<file path="src/rtl/ahb_busreq_pkg.sv">
// ---------------------------------------------------------------------------
// ahb_busreq_pkg
// Shared types and constants for the AHB master bus-request controller.
//   state_t      : controller FSM states (idle, requesting, owning the bus)
//   HTRANS_*     : AHB transfer-type encodings driven on htrans
//   BEAT_W       : width of the remaining-beat counter (1..16 beats)
//   beats_of()   : converts a beats-minus-one length into a beat count
//   sat_inc4()   : 4-bit saturating increment used for the restart counter
// ---------------------------------------------------------------------------
package ahb_busreq_pkg;

   typedef enum logic [1:0] {
      ST_IDLE = 2'd0,
      ST_REQ  = 2'd1,
      ST_OWN  = 2'd2
   } state_t;

   localparam logic [1:0] HTRANS_IDLE   = 2'b00;
   localparam logic [1:0] HTRANS_BUSY   = 2'b01;
   localparam logic [1:0] HTRANS_NONSEQ = 2'b10;
   localparam logic [1:0] HTRANS_SEQ    = 2'b11;

   localparam int BEAT_W = 5;

   // A 4-bit length of N means N+1 beats, so the count needs one extra bit.
   function automatic logic [BEAT_W-1:0] beats_of(input logic [3:0] len);
      return {1'b0, len} + 5'd1;
   endfunction

   function automatic logic [3:0] sat_inc4(input logic [3:0] v);
      return (v == 4'hF) ? v : v + 4'd1;
   endfunction

endpackage

</file>
<file path="src/rtl/ahb_beat_counter.sv">
// ---------------------------------------------------------------------------
// ahb_beat_counter
// Tracks how many address beats of the current burst are still outstanding
// and which beat index is in the address phase.
// Ports:
//   hclk, hrst_n : clock, asynchronous active-low reset
//   load         : new burst accepted; load load_len+1 beats, index 0
//   load_len     : burst length, beats minus one
//   start        : bus (re)granted; the next address beat is the first one
//   accept       : current address beat accepted (hready high in OWN)
//   beat_idx     : index of the beat currently in the address phase
//   last         : the beat currently in the address phase is the final one
//   last_next    : after this edge the beat in the address phase is the final one
//   first_next   : after this edge the beat in the address phase follows a
//                  (re)grant and must be issued as NONSEQ
// ---------------------------------------------------------------------------
module ahb_beat_counter
   import ahb_busreq_pkg::*;
(
   input  logic       hclk,
   input  logic       hrst_n,
   input  logic       load,
   input  logic [3:0] load_len,
   input  logic       start,
   input  logic       accept,
   output logic [3:0] beat_idx,
   output logic       last,
   output logic       last_next,
   output logic       first_next
);

   logic [BEAT_W-1:0] remaining_reg, remaining_next;
   logic [3:0]        beat_idx_reg, beat_idx_next;
   logic              first_reg;

   always_comb begin
      remaining_next = remaining_reg;
      beat_idx_next  = beat_idx_reg;
      first_next     = first_reg;
      if (load) begin
         remaining_next = beats_of(load_len);
         beat_idx_next  = 4'd0;
         first_next     = 1'b1;
      end else if (start) begin
         first_next     = 1'b1;
      end else if (accept) begin
         remaining_next = remaining_reg - 5'd1;
         beat_idx_next  = beat_idx_reg + 4'd1;
         first_next     = 1'b0;
      end
   end

   always_ff @(posedge hclk or negedge hrst_n) begin
      if (!hrst_n) begin
         remaining_reg <= '0;
         beat_idx_reg  <= 4'd0;
         first_reg     <= 1'b0;
      end else begin
         remaining_reg <= remaining_next;
         beat_idx_reg  <= beat_idx_next;
         first_reg     <= first_next;
      end
   end

   assign beat_idx  = beat_idx_reg;
   assign last      = (remaining_reg == 5'd1);
   assign last_next = (remaining_next == 5'd1);

endmodule

</file>
<file path="src/rtl/ahb_master_busreq.sv">
// ---------------------------------------------------------------------------
// ahb_master_busreq
// Master-side AHB bus-request controller. Accepts a burst from the local
// engine, requests the bus, issues NONSEQ/SEQ address beats once granted,
// and on grant loss mid-burst re-requests and resumes from the next beat.
// Optional feature macro: BUSREQ_TIMEOUT_EN (request-wait timeout flag).
// Ports:
//   hclk, hrst_n  : AHB clock, asynchronous active-low reset
//   req_valid/len/lock, req_ready : local burst request handshake
//   hgrant, hready, hmaster       : arbiter grant, bus ready, current owner
//   hbusreq, hlock                : request / lock to the arbiter
//   htrans, beat_idx              : address-phase transfer type and beat index
//   data_own                      : this master owns the current data phase
//   xfer_done                     : pulse when the last address beat is accepted
//   restart_cnt                   : saturating grant-loss count for this burst
//   req_timeout                   : sticky request-wait timeout (feature only)
// ---------------------------------------------------------------------------
module ahb_master_busreq
   import ahb_busreq_pkg::*;
#(
   parameter logic [2:0] MASTER_ID      = 3'd0,
   parameter int         TIMEOUT_CYCLES = 255
) (
   input  logic       hclk,
   input  logic       hrst_n,
   input  logic       req_valid,
   input  logic [3:0] req_len,
   input  logic       req_lock,
   output logic       req_ready,
   input  logic       hgrant,
   input  logic       hready,
   input  logic [2:0] hmaster,
   output logic       hbusreq,
   output logic       hlock,
   output logic [1:0] htrans,
   output logic [3:0] beat_idx,
   output logic       data_own,
   output logic       xfer_done,
   output logic [3:0] restart_cnt,
   output logic       req_timeout
);

   state_t     state_reg;
   logic       req_ready_reg;
   logic       hbusreq_reg;
   logic       hlock_reg;
   logic [1:0] htrans_reg;
   logic       data_own_reg;
   logic       xfer_done_reg;
   logic [3:0] restart_cnt_reg;

   logic       accept_req;
   logic       grant_start;
   logic       beat_accept;
   logic       last;
   logic       last_next;
   logic       first_next;

   // req_ready is registered, so a request arriving in the xfer_done cycle
   // (state already IDLE, req_ready still low) waits one more cycle.
   assign accept_req  = (state_reg == ST_IDLE) && req_ready_reg && req_valid;
   assign grant_start = (state_reg == ST_REQ) && hgrant && hready;
   assign beat_accept = (state_reg == ST_OWN) && hready;

   ahb_beat_counter u_beat_counter (
      .hclk       (hclk),
      .hrst_n     (hrst_n),
      .load       (accept_req),
      .load_len   (req_len),
      .start      (grant_start),
      .accept     (beat_accept),
      .beat_idx   (beat_idx),
      .last       (last),
      .last_next  (last_next),
      .first_next (first_next)
   );

   always_ff @(posedge hclk or negedge hrst_n) begin
      if (!hrst_n) begin
         state_reg       <= ST_IDLE;
         req_ready_reg   <= 1'b1;
         hbusreq_reg     <= 1'b0;
         hlock_reg       <= 1'b0;
         htrans_reg      <= HTRANS_IDLE;
         data_own_reg    <= 1'b0;
         xfer_done_reg   <= 1'b0;
         restart_cnt_reg <= 4'd0;
      end else begin
         xfer_done_reg <= 1'b0;

         // The beat whose address phase completes on this edge moves into
         // the data phase, so ownership trails the address by one beat.
         if (hready) begin
            data_own_reg <= (hmaster == MASTER_ID) && htrans_reg[1];
         end

         case (state_reg)
            ST_IDLE: begin
               if (!req_ready_reg) begin
                  req_ready_reg <= 1'b1;
               end else if (req_valid) begin
                  req_ready_reg   <= 1'b0;
                  hbusreq_reg     <= 1'b1;
                  hlock_reg       <= req_lock;
                  restart_cnt_reg <= 4'd0;
                  state_reg       <= ST_REQ;
               end
            end

            ST_REQ: begin
               if (hgrant && hready) begin
                  state_reg  <= ST_OWN;
                  htrans_reg <= first_next ? HTRANS_NONSEQ : HTRANS_SEQ;
                  // Single-beat burst: the NONSEQ is also the last address.
                  if (last_next) begin
                     hbusreq_reg <= 1'b0;
                     hlock_reg   <= 1'b0;
                  end
               end
            end

            ST_OWN: begin
               if (hready) begin
                  if (last) begin
                     xfer_done_reg <= 1'b1;
                     htrans_reg    <= HTRANS_IDLE;
                     hbusreq_reg   <= 1'b0;
                     hlock_reg     <= 1'b0;
                     state_reg     <= ST_IDLE;
                  end else if (!last_next && !hgrant) begin
                     // Lost the bus with more than one beat still to go:
                     // park on IDLE and request again; the beat index is kept.
                     htrans_reg      <= HTRANS_IDLE;
                     hbusreq_reg     <= 1'b1;
                     restart_cnt_reg <= sat_inc4(restart_cnt_reg);
                     state_reg       <= ST_REQ;
                  end else begin
                     // A missing grant here only concerns the final beat,
                     // which is allowed to complete.
                     htrans_reg <= first_next ? HTRANS_NONSEQ : HTRANS_SEQ;
                     if (last_next) begin
                        hbusreq_reg <= 1'b0;
                        hlock_reg   <= 1'b0;
                     end
                  end
               end
            end

            default: begin
               state_reg <= ST_IDLE;
            end
         endcase
      end
   end

   assign req_ready   = req_ready_reg;
   assign hbusreq     = hbusreq_reg;
   assign hlock       = hlock_reg;
   assign htrans      = htrans_reg;
   assign data_own    = data_own_reg;
   assign xfer_done   = xfer_done_reg;
   assign restart_cnt = restart_cnt_reg;

`ifdef BUSREQ_TIMEOUT_EN
   logic [7:0] wait_cnt_reg;
   logic       req_timeout_reg;

   // Counts cycles spent waiting for a grant. The flag only reports; the
   // request keeps running. The counter saturates so it never wraps back.
   always_ff @(posedge hclk or negedge hrst_n) begin
      if (!hrst_n) begin
         wait_cnt_reg    <= 8'd0;
         req_timeout_reg <= 1'b0;
      end else begin
         if (state_reg == ST_REQ) begin
            if (wait_cnt_reg != 8'hFF) begin
               wait_cnt_reg <= wait_cnt_reg + 8'd1;
            end
            if ((int'(wait_cnt_reg) + 1) >= TIMEOUT_CYCLES) begin
               req_timeout_reg <= 1'b1;
            end
         end else begin
            wait_cnt_reg <= 8'd0;
         end
         if (accept_req) begin
            req_timeout_reg <= 1'b0;
         end
      end
   end

   assign req_timeout = req_timeout_reg;
`else
   // Timeout logic not built; keep the parameter referenced so the
   // configuration stays visible in both builds.
   logic unused_timeout_cfg;
   assign unused_timeout_cfg = (TIMEOUT_CYCLES != 0);
   assign req_timeout        = 1'b0;
`endif

endmodule

</file>
<file path="config.mk">
export PLATFORM = sky130hd
export DESIGN_NAME = ahb_master_busreq
export DESIGN_NICKNAME = d
export VERILOG_FILES = /design/src/rtl/ahb_busreq_pkg.sv /design/src/rtl/ahb_beat_counter.sv /design/src/rtl/ahb_master_busreq.sv
export SDC_FILE = /design/constraint.sdc
export NUM_CORES = 1
export LEC_CHECK = 0
export CAP_MARGIN = 25
export CELL_PAD_IN_SITES_DETAIL_PLACEMENT = 0
export CELL_PAD_IN_SITES_GLOBAL_PLACEMENT = 1
export CORE_MARGIN = 2
export CORE_UTILIZATION = 39
export CTS_CLUSTER_SIZE = 10
export DETAILED_ROUTE_END_ITERATION = 10
export PLACE_DENSITY = 0.79
export SLEW_MARGIN = 15
export SYNTH_ARGS = -nofsm -noshare
export SYNTH_HDL_FRONTEND = slang
export SYNTH_SLANG_ARGS = --single-unit
</file>
<file path="constraint.sdc">
create_clock -name hclk -period 3.1 [get_ports hclk]
set_input_delay 0.465 -clock hclk [delete_from_list [all_inputs] [get_ports hclk]]
set_output_delay 0.465 -clock hclk [all_outputs]
set_load 0.005 [all_outputs]
</file>
==> results by group <==
Synthesis
  • Syn Nets: approximately 180
  • Yosys top cell by area: dfrtp_1
  • Post-synth EDFFs: 0
  • Cells after synthesis: roughly 160
  • Syn avg cell area: about 9.3 µm²
  • Top cells by area, synth: dfrtp_1, ha_1, nand2_1
  • Cell Area, Synth: ~1500 µm²
  • Yosys warnings: 0
  • Primary FF master, synth: dfrtp_1
  • Yosys reg bits: 23
  • Top-area cell type share of the netlist area: 0.3713
  • Library cells used by synthesis: 46
  • Seq/Total Area, Yosys: 0.3890
  • Async set-or-reset flop fraction in the synthesized netlist: 1.000

Power
  • VDD IR max: approximately 0.00030 V
  • Design internal power: 0.8704 mW
  • Pleak: between 0.8 and 0.9 nW
  • Comb pwr share: 0.525
  • Clock network power share: 0.128
  • Pwr Total: about 1.5 mW
  • Sw Ratio: 0.4035
  • Cell area power density: slightly below 800 nW/µm²
  • Sequential power share: 0.347
  • Switch Pwr: slightly below 0.6 mW

Critical path
  • WP data required: around 3.3 ns
  • Worst reg-to-reg path cell count: 10
  • Critical setup path kind: flip-flop to flip-flop
  • CP arrival: 2.99 ns
  • Worst R2R Start: state_reg[1]
  • Reg2reg end: restart_cnt[1]
  • CP Max Fanout: 9
  • Critical Path End Type: flip-flop
  • FF-to-FF setup slack: 0.27 ns
  • Worst setup SP type: flip-flop

Floorplanning
  • Number of I/O pins: 29
  • Chip Height: 65.66 µm
  • Die width: ~66 µm
  • Core Area: around 3700 µm²
  • Std-Cell Rows: 22
  • Initial cell density of the core: 0.4050
  • Overall die area: roughly 4300 µm²

Placement
  • Placed cells: roughly 240
  • Port Buffers: 27
  • Placed cell area: around 1800 µm²
  • GP Congestion: between 0.7 and 0.8
  • Post-DP HPWL: between 2 and 3 mm
  • Worst slack, placed: 0.04256 ns

Layout
  • Commonest non-fill, non-tap cells in the layout: clkdlybuf4s50_1, dfrtp_1, nand2_1
  • Fillers: 355
  • Core Util, Final: 0.5126
  • Fin cells: between 200 and 250
  • Register area: around 580 µm²
  • Most common cell after layout, fill and taps aside: clkdlybuf4s50_1
  • Max reg flops: 5
  • NumNets Final: around 220
  • Synthesis-to-layout area growth: 26.58%
  • Share of cells above drive strength 1: 0.1042
  • Finished Cell Area: between 1500 and 2000 µm²
  • Area of the multi-input gates: 827.0 µm²
  • Diode count: 0

Timing
  • Setup TNS: 0 ns
  • Hold Slack: about 0.48 ns
  • Period utilisation layout: 0.9144
  • Final critical-path required period: between 2 and 3 ns
  • Pins Over Slew Limit: 0
  • Setup ws final: between 0.2 and 0.3 ns
  • Peak Freq: between 0.3 and 0.4 GHz
  • Final Setup Violations: 0
  • RSZ-0062 raised after global routing: no
  • Clock Skews: about 0.0043 ns
  • Final hold violations: 0

Worst hold path
  • Worst Hold Path EP: hbusreq
  • HP Start: hbusreq
  • Hold crit path type: flip-flop to flip-flop
  • Hold path cells: 2

Routing
  • Remaining DRCs: 0
  • Post-Route WL: around 3.4 mm
  • First-pass DRT Iterations: 4
  • Via count: roughly 1300
  • Avg Vias per Cell: around 5.3
  • Antenna Violating Nets Remaining: 0
  • Routed len/inst: ~14 µm
  • Iter 0 DRT Violations: 42

CTS
  • H-tree Lvls: 1
  • CTS buffer count: 3
  • Clk_lat worst skew: around 0.26 ns
  • Clk pin slew, worst setup/hold paths: roughly 0.080 ns
  • Clock Path Buffers: 2
  • CTS tree: done
  • CTS root buf: clkbuf_8
  • PostCTS Resize Cnt: 0
  • Post-CTS Setup Inserts: 0
  • # clock sinks: 23
  • CTS Hold Bufs: 0

Run status
  • Status: finished clean

Flow run
  • Total of max-cap violations: 0

Global route
  • GRT Resource Usage Total: 0.1778
  • GRT overflow: 0
  • First-pass GRT wire length: between 5 and 6 mm
  • Initial antenna violation count: 0
  • Largest net degree at the start of global routing: 24
  • Vias in the first global route: approximately 1300
## critical path: stages (launching register included)
cell	delay [ns]
dfrtp_1	0.42
inv_1	0.10
ha_1	0.25
and2_4	0.21
or4_1	0.54
a31oi_2	0.25
a211oi_2	0.10
nor4_4	0.32
buf_4	0.20
o21ai_1	0.08
a22o_1	0.25
## per-layer routing
| layer | share of wire | global-route usage | wire length [µm] | vias to the layer above |
|---|---|---|---|---|
| met5 | 0 | 0 | 0 | - |
| met4 | 0.011 | 0.06250 | 38 | 0 |
| met3 | 0.034 | 0.02226 | 116 | 4 |
| met2 | 0.48 | 0.3056 | 1636 | 28 |
| met1 | 0.47 | 0.2285 | 1595 | 602 |
| li1 | - | - | - | 637 |
## final cells by class
type	instances	area share
clock buffers	4	0.02400
inverters	10	0.02000
multi-input cells	120	0.4407
flip-flops and latches	23	0.3073
well taps	48	0.03200
repair buffers	35	0.1760
## cells by family (layout without fill, tap and decap cells)
| kind of cell | count (synthesis) | after routing | synth area share |
|---|---|---|---|
| buffers and inverters | 16 | 49 | 0.05317 |
| DFF | 23 | 23 | 0.3890 |
| and+or+nand+nor | 57 | 57 | 0.2000 |
| other | 1 | 1 | 0.002529 |
| muxes | 4 | 4 | 0.03206 |
| xor gates and xnor gates | 5 | 5 | 0.02954 |
| AOI/OAI and AO/OA | 42 | 42 | 0.2008 |
| adders and majority gates | 11 | 11 | 0.09283 |
## worst max-delay path by stage
stage	cells past startpoint	start	slack [ns]	to
2_1_floorplan	10	state_reg[1]	0.23	restart_cnt[0]
3_3_place_gp	9	hgrant	0.15	restart_cnt[1]
3_5_place_dp	9	hgrant	0.04	restart_cnt[1]
4_1_cts	10	state_reg[1]	0.29	restart_cnt[1]
5_1_grt	10	u_beat_counter.remaining_reg[0]	0.10	restart_cnt[0]
6_report	10	state_reg[1]	0.27	restart_cnt[1]
## power by group through the flow
stage / registers, mW / clock network (mW) / logic (mW)
6_report: 0.506 / 0.187 / 0.767
3_5_place_dp: 0.510 / 0 / 0.770
2_1_floorplan: 0.492 / 0 / 0.501
3_3_place_gp: 0.504 / 0 / 0.747
4_1_cts: 0.507 / 0.192 / 0.773
5_1_grt: 0.526 / 0.203 / 0.872
## Yosys cell counts, drive strengths merged (2+ instances only)
cell and instances:
and3 3, a21oi 5, ha 11, xnor2 2
a21o 3, nor4 2, xor2 3, clkbuf 3
nand4 2, or4 3, nor4b 2, nor2 15
o211ai 2, inv 10, o21ai 10, nand3 4
a31oi 4, nand2 19, dfrtp 22, nor3 2
mux2 3, o31ai 4, a22o 6, buf 3
Power figures use the tool's default switching activity.
